[config.mk]
export PLATFORM = sky130hd
export DESIGN_NAME = baud_gen_frac
export DESIGN_NICKNAME = d
export VERILOG_FILES = /design/src/rtl/baud_gen_frac.sv
export SDC_FILE = /design/constraint.sdc
export NUM_CORES = 1
export LEC_CHECK = 0
export CAP_MARGIN = 20
export CORE_ASPECT_RATIO = 0.6
export CORE_MARGIN = 3
export CORE_UTILIZATION = 45
export DETAILED_ROUTE_END_ITERATION = 10
export DONT_BUFFER_PORTS = 1
export MAX_ROUTING_LAYER = met4
export PLACE_DENSITY_LB_ADDON = 0.25
export SLEW_MARGIN = 5
export SYNTH_ARGS = -nofsm -noshare
export SYNTH_HDL_FRONTEND = slang
export SYNTH_SLANG_ARGS = --single-unit
[constraint.sdc]
create_clock -name clk -period 3.1 [get_ports clk]
set_input_delay 0.465 -clock clk [delete_from_list [all_inputs] [get_ports clk]]
set_output_delay 0.465 -clock clk [all_outputs]
set_load 0.02 [all_outputs]
[src/rtl/baud_gen_frac.sv]
// Fractional-N baud tick generator with NUM_CH independent channels.
// Each channel divides clk by a 20.FRAC_BITS fixed-point divisor chosen from
// a baud table (computed at elaboration) or a per-channel custom value, and
// emits oversample ticks plus bit-boundary and bit-centre strobes.
module baud_gen_frac #(
  parameter int CLK_FREQ   = 100_000_000,
  parameter int OVERSAMPLE = 16,
  parameter int NUM_CH     = 1,
  parameter int FRAC_BITS  = 4
) (
  input  logic                              clk,
  input  logic                              arst_n,
  input  logic [NUM_CH-1:0]                 en,
  input  logic [NUM_CH-1:0]                 resync,
  input  logic [4*NUM_CH-1:0]               baud_sel,
  input  logic [(20+FRAC_BITS)*NUM_CH-1:0]  div_custom,
  output logic [NUM_CH-1:0]                 tick,
  output logic [NUM_CH-1:0]                 bit_tick,
  output logic [NUM_CH-1:0]                 mid_tick,
  output logic [NUM_CH-1:0]                 sel_err
);

  localparam int DW = 20 + FRAC_BITS;   // full divisor width
  localparam int IW = 20;               // integer part width
  localparam int PW = 21;               // period counter width (P can reach 2^20)
  localparam int SW = $clog2(OVERSAMPLE);

  typedef enum logic [1:0] {IDLE = 2'd0, RUN = 2'd1, ERR = 2'd2} state_t;

  function automatic logic [DW-1:0] calc_div(input longint baud);
    longint num;
    longint den;
    num = longint'(CLK_FREQ) * (longint'(1) << FRAC_BITS);
    den = baud * longint'(OVERSAMPLE);
    return DW'((num + den / 2) / den);
  endfunction

  // Entries 13..15 are placeholders: 13 is replaced by div_custom, 14/15 are invalid.
  localparam logic [DW-1:0] DIV_TAB [16] = '{
    calc_div(1200),   calc_div(2400),   calc_div(4800),   calc_div(9600),
    calc_div(19200),  calc_div(28800),  calc_div(38400),  calc_div(57600),
    calc_div(76800),  calc_div(115200), calc_div(230400), calc_div(460800),
    calc_div(921600), '0, '0, '0
  };

  for (genvar c = 0; c < NUM_CH; c++) begin : g_ch
    logic [3:0]           sel;
    logic [DW-1:0]        custom;
    logic [DW-1:0]        div;
    logic [IW-1:0]        d_int;
    logic [FRAC_BITS-1:0] d_frac;
    logic                 invalid;
    logic                 fresh;
    logic                 load;
    logic [FRAC_BITS-1:0] acc_base;
    logic [FRAC_BITS:0]   sum;
    logic [PW-1:0]        period;
    logic [SW-1:0]        sub_inc;

    state_t               state_q, state_d;
    logic [FRAC_BITS-1:0] acc_q, acc_d;
    logic [PW-1:0]        cnt_q, cnt_d;
    logic [SW-1:0]        sub_q, sub_d;
    logic                 tick_q, tick_d;
    logic                 bit_q, bit_d;
    logic                 mid_q, mid_d;
    logic                 err_q;

    assign sel    = baud_sel[4*c +: 4];
    assign custom = div_custom[DW*c +: DW];

    // Divisor decode, validity and the fractional-accumulator load arithmetic.
    always_comb begin
      div      = (sel == 4'd13) ? custom : DIV_TAB[sel];
      d_int    = div[DW-1:FRAC_BITS];
      d_frac   = div[FRAC_BITS-1:0];
      invalid  = (sel >= 4'd14) || (d_int < IW'(2));
      // A load from IDLE/ERR or a resync starts from zero phase.
      fresh    = (state_q != RUN) || resync[c];
      acc_base = fresh ? '0 : acc_q;
      sum      = {1'b0, acc_base} + {1'b0, d_frac};
      period   = {1'b0, d_int} + PW'(sum[FRAC_BITS]);
      sub_inc  = (sub_q == SW'(OVERSAMPLE - 1)) ? '0 : sub_q + SW'(1);
    end

    // Next-state and next-datapath logic for the channel FSM.
    always_comb begin
      state_d = state_q;
      acc_d   = acc_q;
      cnt_d   = cnt_q;
      sub_d   = sub_q;
      tick_d  = 1'b0;
      bit_d   = 1'b0;
      mid_d   = 1'b0;
      load    = 1'b0;
      unique case (state_q)
        RUN: begin
          if (!en[c]) begin
            state_d = IDLE;
            acc_d   = '0;
            cnt_d   = '0;
            sub_d   = '0;
          end else if (resync[c]) begin
            load  = 1'b1;
            sub_d = '0;
          end else if (cnt_q == '0) begin
            load = 1'b1;
            if (!invalid) begin
              tick_d = 1'b1;
              sub_d  = sub_inc;
              bit_d  = (sub_inc == '0);
              mid_d  = (sub_inc == SW'(OVERSAMPLE / 2));
            end
          end else begin
            cnt_d = cnt_q - PW'(1);
          end
        end
        default: begin
          acc_d = '0;
          cnt_d = '0;
          sub_d = '0;
          if (!en[c]) state_d = IDLE;
          else        load    = 1'b1;
        end
      endcase
      // The divisor is sampled only here, so rate changes never truncate a period.
      if (load) begin
        if (invalid) begin
          state_d = ERR;
          acc_d   = '0;
          cnt_d   = '0;
          sub_d   = '0;
        end else begin
          state_d = RUN;
          acc_d   = sum[FRAC_BITS-1:0];
          cnt_d   = period - PW'(1);
        end
      end
    end

    // Channel state register.
    always_ff @(posedge clk or negedge arst_n) begin
      if (!arst_n) state_q <= IDLE;
      else         state_q <= state_d;
    end

    // Accumulator, counters and registered strobes.
    always_ff @(posedge clk or negedge arst_n) begin
      if (!arst_n) begin
        acc_q  <= '0;
        cnt_q  <= '0;
        sub_q  <= '0;
        tick_q <= 1'b0;
        bit_q  <= 1'b0;
        mid_q  <= 1'b0;
        err_q  <= 1'b0;
      end else begin
        acc_q  <= acc_d;
        cnt_q  <= cnt_d;
        sub_q  <= sub_d;
        tick_q <= tick_d;
        bit_q  <= bit_d;
        mid_q  <= mid_d;
        err_q  <= invalid;
      end
    end

    assign tick[c]     = tick_q;
    assign bit_tick[c] = bit_q;
    assign mid_tick[c] = mid_q;
    assign sel_err[c]  = err_q;
  end

endmodule

# Yosys cells after proc, flatten, opt, wreduce, memory -nomap -nowiden

Memory sizes are Yosys's and may differ from the RTL's.
Cells that the tools add are included.

Muxes and demuxes: 45
$add $sub $neg: 5
$mul: 0
Eq/ne operators: 9
Shift-type cells: 0
Magnitude comparators: 3
Bitwise operators: 1
Reductions and logical operators: 5
Div/mod/pow operators: 0

Operators by type and width:

| cell                                                        | number |
|---|---|
| 2-to-1 mux 21 bit                                           | 6 |
| 2-to-1 mux 24 bit                                           | 3 |
| 2-to-1 mux 4 bit                                            | 13 |
| subtractor 21 x 1 -> 21 bit, second input constant          | 2 |
| adder 20 x 1 -> 21 bit                                      | 1 |
| zero test 21 bit                                            | 1 |
| less-than comparator 20 x 2 -> 1 bit, second input constant | 1 |
| 2-to-1 mux 1 bit                                            | 20 |
| equality test 4 bit, second input constant                  | 3 |
| inequality test 4 bit, second input constant                | 2 |
| 2-to-1 mux 2 bit                                            | 3 |
| adder 4 x 4 -> 5 bit                                        | 1 |
| >= comparator 5 bit, second input constant                  | 1 |
| inverter 4 -> 5 bit                                         | 1 |
| adder 4 x 1 -> 4 bit, second input constant                 | 1 |
| >= comparator 4 bit, second input constant                  | 1 |
| zero test 4 bit                                             | 1 |
| inequality test 2 x 1 -> 1 bit, second input constant       | 2 |
| inequality test 3 bit, second input constant                | 1 |
| equality test 2 x 1 -> 1 bit, second input constant         | 1 |
| logical OR 1 bit                                            | 2 |
| AND reduction 2 bit                                         | 1 |

Memories kept: 1
Bits in latches: 0
Logic and storage cells: 77
Flip-flop bits (word level): 35
RAM bits: 0
Bits in read-only memories: 384

Memories:

| name            | depth | width | rd ports | clocked after Yosys merged registers in | write ports | RTL line | source |
|---|---|---|---|---|---|---|---|
| (no name shown) | 16    | 24    | 1        | 0                                       | 0           | 74       | `div = (sel == 4'd13) ? custom : DIV_TAB[sel];` |

# Longest topological paths before layout

Word-level depth: 14
Depth in mapped cells: 16

# Least setup slack after synthesis

No wires, ideal clock.

Path kind: input to register
From: in baud_sel[1]
To: reg g_ch[0].cnt_q[17]
Required time: 2.961 ns
Slack: -0.250 ns
Arrival: 3.211 ns
Stages on the path: 16
Path through: inv_1 -> ha_1 -> and3_1 -> buf_2 -> clkbuf_1 -> nand2_1 -> o21ai_0 -> fa_1 -> a21o_1 -> a21oi_1 -> ha_1 -> and3_1 -> buf_4 -> nand4_1 -> a32oi_1 -> o22ai_1

Longest elaborated chain between the ends: 10

Ends and longest elaborated chain:

| item                                                 | RTL line | source |
|---|---|---|
| start, declared                                      | 15       | `input logic [4*NUM_CH-1:0] baud_sel,` |
| inverter 4 -> 5 bit (not written as such)            | 74       |  |
| memory read (16 x 24 bit)                            | -        |  |
| 2-to-1 mux 24 bit (not written as such) (2 in a row) | 74       |  |
| 2-to-1 mux 24 bit                                    | 74       |  |
| adder 4 x 4 -> 5 bit                                 | 81       | `sum = {1'b0, acc_base} + {1'b0, d_frac};` |
| adder 20 x 1 -> 21 bit                               | 82       | `period = {1'b0, d_int} + PW'(sum[FRAC_BITS]);` |
| subtractor 21 x 1 -> 21 bit                          | 136      | `cnt_d = period - PW'(1);` |
| 2-to-1 mux 21 bit *                                  | 128      | `if (invalid) begin` |
| 2-to-1 mux 21 bit *                                  | 127      | `if (load) begin` |
| end signal, assigned                                 | 159      | `cnt_q <= cnt_d;` |
| end, declared                                        | 62       | `logic [PW-1:0] cnt_q, cnt_d;` |

Every way passes the cells marked *; elsewhere a longest branch is shown, timed or not. The select of a mux whose other input is x is not followed.
A chain may end at the register's enable or synchronous reset.

# Final worst setup path

From: in baud_sel[1]
To: reg g_ch[0].cnt_q[6]

The elaborated chain is that of the path after synthesis.

==> results summary <==
The tightest slew margin relative to the limit came out at 65.8%. The required time at the endpoint of the critical path is 3.27 ns. The number of iterations in the first detailed-routing pass came out at 4. The last weighted congestion value of the routability-driven placer is 0.870. The cell depth of the worst hold path is 2. The tool flagged a number of max-cap violations equal to 0. The DRC violation count after routing came out at 0. The number of sinks driven by the clock tree is 35.

The global-route usage over all layers came out at 21.2%. Setup repair after global routing left no endpoint under its margin. The worst register-to-register path begins at g_ch[0].cnt_q[0]. The largest voltage drop on the vdd net is 239 uV. Static timing analysis puts the maximum clock frequency at 345 MHz.

The die area is 0.00735 mm2. During placement, the flow inserted port buffers numbering 0. The slew at the pin with the worst max-slew slack is 0.511 ns. The number of slew-limit violations in the final report is 0. The clock input transition at the sequential cells of the worst setup and hold paths came out at about 0.080 ns. The floorplan row count came out at 21. The post-synthesis instance area came out at 0.00285 mm2.

The portion of the clock cycle consumed by the worst path in the final layout came out at between 90% and 100%. Yosys printed 0 warnings. The share of flip-flops with an asynchronous set or reset after synthesis came out at 100%. The worst hold path begins at div_custom[20]. The final setup skew came out at 0.0101 ns. The number of resized instances in the post-cts repair step is 0. The critical path's top delay family is adder cells. Counting every net in the synthesized netlist gives 379. The setup-violating endpoint count in the final report came out at 0. The worst setup path category is input pin to register. The sum of buffers and inverters on the critical path came out at 1. The core region is approximately 0.0058 mm2. The minimum setup slack in the final design came out at roughly 0.20 ns.

STA classifies the critical path endpoint as a register. The top cell types in the final layout, fill and taps aside, are 35 x sky130_fd_sc_hd__nand2_1, 35 x sky130_fd_sc_hd__dfrtp_1, 27 x sky130_fd_sc_hd__nor2_1, 23 x sky130_fd_sc_hd__buf_4, 20 x sky130_fd_sc_hd__xnor2_1. The path with the worst hold slack has its endpoint at g_ch[0].cnt_q[16]. The power density over the cells is 457 mW/mm2. The most used cell along the critical path is sky130_fd_sc_hd__ha_1. The endpoint arrival time on the critical path came out at 3.07 ns. The count of nets after finishing came out at 393. The flow ran to the end, and the final reports show no timing, DRC or antenna violations. The initial antenna violation count came out at 1. The number of placed cells counting well taps came out at 414. The static leakage is 1.37 nW. The effective utilization at floorplan is between 40% and 50%.

The estimated wirelength of the detail-placed design is about 5.5 mm. Cells with a size suffix above 1 make up 14.0% of the layout. The number of global-route vias before repair is 2266. The path category of the worst min-delay check is input pin to register. The CTS tree is done. The mean area per synthesized cell came out at 8.66 um2. The fraction of the yosys area taken by sequential cells came out at 30.7%. The final core area utilization is 54.2%. After routing the design area is 0.00316 mm2.

The detailed-route via count is roughly 2500. After the first detailed-routing iteration, the DRC count stood at 140. The number of failing hold endpoints at the final stage is 0. The worst slack at placement is -0.0654 ns. The number of cell instances on the worst register-to-register path is 10. For the worst-skew pair, the clock arrives at the later sink with an insertion delay of 0.30 ns. The I/O pin total is 36. The routed wire length came out at 7.07 mm. The critical-path cell with the highest stage delay is sky130_fd_sc_hd__fa_2. The number of post-CTS setup repair buffers came out at 0. The most used flip-flop cell after synthesis is sky130_fd_sc_hd__dfrtp_1. The startpoint type of the worst setup path is an input pin. The post-detailed-placement cell area is 0.00301 mm2. The floorplan step set the die height to 67.6 um.

The design draws 1.44 mW. Setup slack on the worst reg-to-reg path comes out at 0.36 ns. The smallest clock period supported by the final layout is computed as 2.90 ns. The total grt overflow came out at 0.

The mean routed wirelength per cell is between 15 and 20 um. Synthesis produced a netlist whose cell count is 329. The first-pass GRT wire length came out at 11.5 mm. Clock tree synthesis inserted a total of 5 buffers.

The synthesis-to-layout area growth came out at 11.0%. The number of non-filler instances in the completed layout is 425. Along the worst path, the maximum fanout reaches 13. The number of enable-type register cells in the synthesized netlist is 0. The ratio of routed vias to standard cells came out at 5.89. Entering global routing, the biggest net connects 36 pins. The largest stage delay on the critical path came out at 0.40 ns. The CTS H-tree depth is 2. The netlist uses 61 different library cells. Traced cell by cell, the critical path runs through inv_1 > ha_1 > nor2b_1 > a21oi_1 > o21ai_0 > ha_1 > fa_2 > a21o_1 > a21oi_2 > ha_1 > and3_4 > and3_1 > xor2_1 > o22ai_2. The number of register bits inferred by synthesis is 35. The final setup TNS came out at 0 ns. The remaining antenna violation count after routing came out at 0. The die is roughly 110 um wide. In this run the critical register-to-register path is captured at g_ch[0].sub_q[0]. The filler cell count is approximately 540. The root buffer cell chosen for the clock tree is sky130_fd_sc_hd__clkbuf_8. In this run the deepest clock path goes through 2 buffers. Across all hold checks on the routed design, the worst slack comes to 0.338 ns.
registers in the layout, summed over array words and instances, names as in the netlist:
signal / count
g_ch.state_q: 2
sel_err: 1
g_ch.cnt_q: 21
g_ch.acc_q: 4
mid_tick: 1
tick: 1
bit_tick: 1
g_ch.sub_q: 4
final cells by class:
type,count,area [um2],share of cell area (%)
timing repair buffer,25,203,6.41
clock inverter,2,35.0,1.11
multi-input combinational,268,1830,58.0
antenna,1,2.50,0.0791
clock buffer,6,82.6,2.61
sequential,35,876,27.7
tap,80,100,3.17
inverter,8,30.0,0.950
logic make-up after synthesis:
group / after synthesis / share of synthesized area, %
AOI/OAI and AO/OA: 86 / 21.2
DFF: 35 / 30.7
and+or+nand+nor: 131 / 23.6
buffers and inverters: 26 / 5.40
xor gates and xnor gates: 30 / 9.22
adders and majority gates: 18 / 8.17
muxes: 3 / 1.67
metal layers:
layer  GRT usage (%)  vias to the layer above  routed length [um]
li1                -                     1230                   -
met3            6.97                        8                 555
met2            28.5                       85                2850
met5               -                        -                   0
met1            30.8                     1180                3620
met4            3.94                        0                  42
cell usage after synthesis, drive strengths merged (2+ instances only):
| cell type | count | area, um2 |
|---|---|---|
| xor2 | 10 | 87.6 |
| clkbuf | 7 | 26.3 |
| a21o | 2 | 15.0 |
| a21oi | 12 | 60.1 |
| nor3b | 3 | 22.5 |
| buf | 11 | 97.6 |
| a31oi | 5 | 31.3 |
| a2bb2oi | 2 | 17.5 |
| a32oi | 3 | 26.3 |
| a22o | 4 | 35.0 |
| and3 | 9 | 56.3 |
| nor2b | 5 | 31.3 |
| ha | 17 | 213 |
| o21ai | 18 | 90.1 |
| or3 | 5 | 31.3 |
| a211oi | 2 | 15.0 |
| inv | 8 | 30.0 |
| dfrtp | 35 | 876 |
| nand4 | 5 | 31.3 |
| nand3 | 8 | 40.0 |
| a22oi | 4 | 30.0 |
| nor4 | 6 | 37.5 |
| o211ai | 3 | 27.5 |
| or2 | 2 | 15.0 |
| nand2 | 36 | 138 |
| xnor2 | 20 | 175 |
| and2 | 8 | 50.1 |
| nor2 | 27 | 101 |
| nand2b | 4 | 25.0 |
| o22ai | 20 | 150 |
| nor3 | 5 | 25.0 |
how the worst max path moves through the flow:
stage	start	end	slack, ns	cells after the start
after floorplan	baud_sel[1]	g_ch[0].cnt_q[17]	0.05	16
after global placement	baud_sel[0]	g_ch[0].cnt_q[6]	-0.04	12
after detailed placement	baud_sel[1]	g_ch[0].cnt_q[6]	-0.07	14
after CTS	baud_sel[1]	g_ch[0].cnt_q[6]	0.23	14
after global routing	baud_sel[1]	g_ch[0].cnt_q[18]	0.09	14
final	baud_sel[1]	g_ch[0].cnt_q[6]	0.20	14
where the power goes:
part / internal [mW] / switching (mW)
Clock: 0.260 / 0.172
Combinational: 0.218 / 0.269
Sequential: 0.493 / 0.0328
Total: 0.971 / 0.473
what timing repair did:
item                                    4_1_cts  5_1_grt
hold buffers                                  2        0
hold endpoints to repair                     35        0
endpoints found under the setup margin        0        0
(Power assumes the default switching activity.)
